$ cat src/rtl/life_row_engine.sv
// life_row_engine: streaming Game-of-Life generation engine.
// Takes a frame one row per cycle, keeps a three-row sliding window
// (prev, cur, incoming) and emits next-generation rows one cycle after
// the row below them arrives. The last row is produced from a dead row
// below it while the engine sits in FLUSH.
module life_row_engine #(
  parameter int         WIDTH        = 8,
  parameter bit         WRAP         = 1'b0,
  parameter logic [8:0] BIRTH_MASK   = 9'b000001000,
  parameter logic [8:0] SURVIVE_MASK = 9'b000001100,
  parameter int         FCNT_W       = 16
) (
  input  logic              clk,
  input  logic              rst,
  input  logic              in_valid,
  output logic              in_ready,
  input  logic [WIDTH-1:0]  in_row,
  input  logic              in_last,
  output logic              out_valid,
  input  logic              out_ready,
  output logic [WIDTH-1:0]  out_row,
  output logic              out_last,
  output logic [FCNT_W-1:0] frame_count
);

  typedef enum logic [1:0] {
    S_IDLE  = 2'd0,
    S_HOLD  = 2'd1,
    S_FLUSH = 2'd2
  } state_t;

  state_t             r_state;
  state_t             w_state_nxt;
  logic [WIDTH-1:0]   r_prev;
  logic [WIDTH-1:0]   r_cur;
  logic               r_out_valid;
  logic [WIDTH-1:0]   r_out_row;
  logic               r_out_last;
  logic [FCNT_W-1:0]  r_frame_count;

  logic               w_slot_free;
  logic               w_in_fire;
  logic               w_load;
  logic               w_load_last;
  logic [WIDTH-1:0]   w_below;
  logic [WIDTH-1:0]   w_gen;
  logic [WIDTH+1:0]   w_p_ext;
  logic [WIDTH+1:0]   w_c_ext;
  logic [WIDTH+1:0]   w_n_ext;

  // Handshake: output slot can take a new row when empty or draining now.
  assign w_slot_free = !r_out_valid || out_ready;
  assign in_ready    = w_slot_free && (r_state != S_FLUSH);
  assign w_in_fire   = in_valid && in_ready;

  // The row below the centre row is the incoming row only while streaming;
  // in FLUSH it is the dead row past the bottom edge.
  assign w_below = (r_state == S_HOLD) ? in_row : '0;

  // Rows extended by one column on each side: ext[j+1] is column j,
  // ext[0] is column -1 and ext[WIDTH+1] is column WIDTH.
  assign w_p_ext = {(WRAP ? r_prev[0]  : 1'b0), r_prev,  (WRAP ? r_prev[WIDTH-1]  : 1'b0)};
  assign w_c_ext = {(WRAP ? r_cur[0]   : 1'b0), r_cur,   (WRAP ? r_cur[WIDTH-1]   : 1'b0)};
  assign w_n_ext = {(WRAP ? w_below[0] : 1'b0), w_below, (WRAP ? w_below[WIDTH-1] : 1'b0)};

  // Per-column neighbour count and birth/survive rule lookup.
  for (genvar i = 0; i < WIDTH; i++) begin : g_col
    logic [3:0] w_k;
    assign w_k = 4'(w_p_ext[i]) + 4'(w_p_ext[i+1]) + 4'(w_p_ext[i+2])
               + 4'(w_c_ext[i])                     + 4'(w_c_ext[i+2])
               + 4'(w_n_ext[i]) + 4'(w_n_ext[i+1]) + 4'(w_n_ext[i+2]);
    assign w_gen[i] = r_cur[i] ? SURVIVE_MASK[w_k] : BIRTH_MASK[w_k];
  end

  // State register.
  always_ff @(posedge clk) begin
    // NOTE: sequential state uses non-blocking assignments so every flop
    // samples pre-edge values regardless of block evaluation order.
    if (rst) r_state <= S_IDLE;
    else     r_state <= w_state_nxt;
  end

  // Next-state and output-slot load decisions.
  always_comb begin
    // NOTE: every signal gets a default first so no path leaves it
    // unassigned, which would otherwise infer a latch.
    w_state_nxt = r_state;
    w_load      = 1'b0;
    w_load_last = 1'b0;
    unique case (r_state)
      S_IDLE: begin
        if (w_in_fire) w_state_nxt = in_last ? S_FLUSH : S_HOLD;
      end
      S_HOLD: begin
        if (w_in_fire) begin
          w_load      = 1'b1;
          w_state_nxt = in_last ? S_FLUSH : S_HOLD;
        end
      end
      S_FLUSH: begin
        if (w_slot_free) begin
          w_load      = 1'b1;
          w_load_last = 1'b1;
          w_state_nxt = S_IDLE;
        end
      end
      default: w_state_nxt = S_IDLE;
    endcase
  end

  // Row window: shift on every accepted row; the first row of a frame
  // has a dead row above it.
  always_ff @(posedge clk) begin
    if (rst) begin
      r_prev <= '0;
      r_cur  <= '0;
    end else if (w_in_fire) begin
      r_prev <= (r_state == S_IDLE) ? '0 : r_cur;
      r_cur  <= in_row;
    end
  end

  // Output slot and completed-frame counter.
  always_ff @(posedge clk) begin
    if (rst) begin
      r_out_valid   <= 1'b0;
      r_out_row     <= '0;
      r_out_last    <= 1'b0;
      r_frame_count <= '0;
    end else begin
      if (w_load) begin
        r_out_valid <= 1'b1;
        r_out_row   <= w_gen;
        r_out_last  <= w_load_last;
      end else if (w_slot_free) begin
        r_out_valid <= 1'b0;
      end
      if (w_load_last) r_frame_count <= r_frame_count + 1'b1;
    end
  end

  assign out_valid   = r_out_valid;
  assign out_row     = r_out_row;
  assign out_last    = r_out_last;
  assign frame_count = r_frame_count;

endmodule

$ cat config.mk
export PLATFORM = sky130hd
export DESIGN_NAME = life_row_engine
export DESIGN_NICKNAME = d
export VERILOG_FILES = /design/src/rtl/life_row_engine.sv
export SDC_FILE = /design/constraint.sdc
export NUM_CORES = 1
export LEC_CHECK = 0
export CORE_MARGIN = 2
export CORE_UTILIZATION = 40
export CTS_CLUSTER_DIAMETER = 60
export DETAILED_ROUTE_END_ITERATION = 8
export SYNTH_ARGS = -nofsm -noshare
export SYNTH_HDL_FRONTEND = slang
export SYNTH_SLANG_ARGS = --single-unit
$ cat constraint.sdc
create_clock -name clk -period 5.05 [get_ports clk]
set_input_delay 0.505 -clock clk [delete_from_list [all_inputs] [get_ports clk]]
set_output_delay 0.505 -clock clk [all_outputs]
set_load 0.01 [all_outputs]
==> results.py <==
metrics = {
    "route": {
        "drcViolationCount": 0,
        "drt_first_pass_iters": 6,
        "drt_first_iter_violations": 87,
        "drt_wl_total_mm": 6.40,
        "post_drt_wl_per_cell_um": 13.5,
        "detail-route-antenna-nets": 0,
        "num_vias": 2371,
        "vias_per_cell": 5.01,
    },
    "global_route": {
        "antenna_violations_before_repair": 0,
        "total_global_routing_track_utilization_pct": 16.7,
        "grt_max_degree": 45,
        "grt_pass1_vias": 2342,
        "grt_first_pass_wirelength_mm": 11.2,
        "globalRoute.totalOverflow": 0,
    },
    "timing": {
        "fmaxAchievable_mhz": 269,
        "fin_worst_skew_ns": 0.0102,
        "timing.final.hold_violations": 0,
        "setup_tns_final_ns": 0,
        "max_slew.worst_pin.slew_ns": 0.790,
        "timing.final.max_slew_violations": 0,
        "final.period_utilization_pct": 73.5,
        "layout_min_cycle_time_ns": 3.71,
        "setup_violations": 0,
        "rsz0062_at_grt": "false",
        "normalized_max_slew_margin_pct": 47.2,
    },
    "synth": {
        "synthDominantAreaCellType": "dfxtp_1",
        "yosysWarnings": 0,
        "syn_area_um2": 2980,
        "yosysSeqAreaShare_pct": 29.5,
        "synth_top_area_share_pct": 29.5,
        "ys_types": 35,
        "post_synth_main_area_contributors": "dfxtp_1 (30%), fa_1 (19%), ha_1 (10%), a21oi_1 (6.4%), nand2_1 (5.9%)",
        "syn_avg_cell_area_um2": 8.78,
        "syn-instance-count": 340,
        "syn-num-nets": 405,
        "yosys_register_bits": 44,
    },
    "clocking": {
        "worst_skew_pair.late_latency_ns": 0.30,
        "clkTransAtPathRegs_ns": 0.09,
        "cts_buffer_depth": 2,
        "post_cts.repair.setup_buffers": 0,
        "hold_buffers_post_cts": 0,
        "ctsRootBufferMaster": "clkbuf_8",
        "post_cts_resized": 0,
        "tritoncts_clock_tree": "done",
        "cts_max_level": 2,
        "clkSinkCount": 44,
        "number_of_buffers_added_by_the_clock_tree_synthesis_step": 5,
    },
    "worst_setup_path": {
        "required_time_of_the_worst_setup_path_ns": 5.28,
        "critical_path.max_fanout": 12,
        "timing_worst_setup_path_type": "reg -> reg",
        "critPathArrivalTime_ns": 3.94,
        "worstSetupEndpointType": "flop",
        "r2r-start": "r_state[1]",
        "startpoint_type": "flop",
        "cp-startpoint": "r_state[1]",
    },
    "finish": {
        "design.final.nets": 438,
        "final_common_cell": "nand2_1",
        "final.fill_count": 724,
        "antenna-diode-count": 0,
        "final_layout_size_suffix_gt1_share_pct": 3.21,
        "synthToLayoutAreaGrowth_pct": 19.5,
        "post-route-util_pct": 49.1,
        "layout_common_cells": "nand2_1 (47), dfxtp_1 (44), inv_1 (43), clkdlybuf4s50_1 (39), a21oi_1 (38)",
    },
    "power": {
        "max-vdd-ir-drop_v": 0.000185,
        "power.leakage_nw": 1.46,
        "power.density_cell_area_nw_per_um2": 213,
    },
    "die": {
        "floorplan.rows": 31,
        "core-area_um2": 7250,
        "start_util_pct": 41.1,
        "floorplan.die.height_um": 90.4,
        "ios": 40,
        "die_width_um": 90.4,
        "die_area_um2": 8170,
    },
    "min_path": {
        "hold_start": "out_row[7]",
        "worstHoldPathType": "reg -> reg",
    },
    "run": {
        "maxCapViolCount": 0,
    },
    "place": {
        "place.gp.congestion": 0.781,
        "dpl.hpwl_mm": 4.77,
        "io_buffers": 39,
    },
    "outcome": {
        "outcome": "finished clean",
    },
}
## where the power goes
group	total, mW	internal (mW)	leakage (nW)	switching [mW]
Combinational	0.117	0.0471	1.04	0.0701
Sequential	0.363	0.354	0.356	0.00911
Clock	0.280	0.149	0.0583	0.131
Total	0.760	0.551	1.46	0.210
## through the flow
step                      instances  hold WS, ns  setup WS [ns]  cell area (um^2)  total power [mW]
after floorplan                 340        0.436           1.55              2980             0.450
after global placement          465        0.442           1.33              3450             0.487
after detailed placement        465        0.446           1.24              3450             0.491
after CTS                       473        0.459           1.32              3560             0.774
after global routing            473        0.479           1.12              3560             0.805
final                           473        0.456           1.34              3560             0.760
## cell type report
| cell class | instances | area [um^2] | area share (%) |
|---|---|---|---|
| clock buffer | 5 | 68.8 | 1.93 |
| clock inverter | 3 | 47.5 | 1.33 |
| inverter | 43 | 161 | 4.53 |
| multi-input combinational | 239 | 1880 | 52.9 |
| sequential | 44 | 881 | 24.7 |
| tap | 99 | 124 | 3.47 |
| timing repair buffer | 40 | 398 | 11.2 |
## synthesized netlist by cell type
cell / n
a211o_1: 1
a21o_1: 1
a21oi_1: 38
and2_0: 4
and2_1: 3
and3_1: 2
and4_1: 1
buf_2: 4
clkbuf_1: 10
dfxtp_1: 44
fa_1: 28
ha_1: 24
inv_1: 43
nand2_1: 47
nand2_2: 1
nand3_1: 11
nand3b_1: 8
nand4_1: 5
nor2_1: 12
nor2b_1: 2
nor2b_4: 1
nor3_1: 1
nor3b_1: 1
nor4_1: 2
o2111ai_1: 5
o211ai_1: 1
o21ai_0: 6
o22ai_1: 4
o31ai_1: 4
or2_2: 1
or2b_1: 1
or3_1: 11
or4_1: 5
xnor2_1: 4
xor2_1: 4
## worst paths after layout
path,to,slack [ns],cells after the start
min,out_row[7],0.46,2
max reg2reg,out_row[1],1.34,12
min reg2reg,out_row[7],0.46,2
max,out_row[1],1.34,12
## worst max-delay path, stage by stage (launching register included)
cell and delay, ns:
dfxtp_1 0.35, inv_1 0.06, ha_1 0.35, and2_1 0.28, fa_1 0.49, inv_1 0.05
fa_1 0.48, inv_1 0.05, fa_1 0.38, inv_1 0.08, fa_1 0.40, or4_1 0.54
a21oi_1 0.13
## flip-flops by register name, summed over array words and instances, names as in the netlist
register and cells:
frame_count 16, out_last 1, out_row 8, out_valid 1
r_cur 8, r_prev 8, r_state 2
## logic make-up after synthesis
kind of cell,count (synthesis),synth area share (%)
compound gates,60,11.5
xor+xnor,8,2.35
fa+ha+maj,52,28.8
buf+inv,57,7.34
flops,44,29.5
simple gates,119,20.5
## routing by layer
metal	global-route usage (%)	share of wire, %	vias up
met5	0	0	-
met2	29.3	50	25
met4	5.26	0.97	0
met1	21.8	48	1139
li1	-	-	1201
met3	1.59	1.6	6
Power figures use the tool's default switching activity.
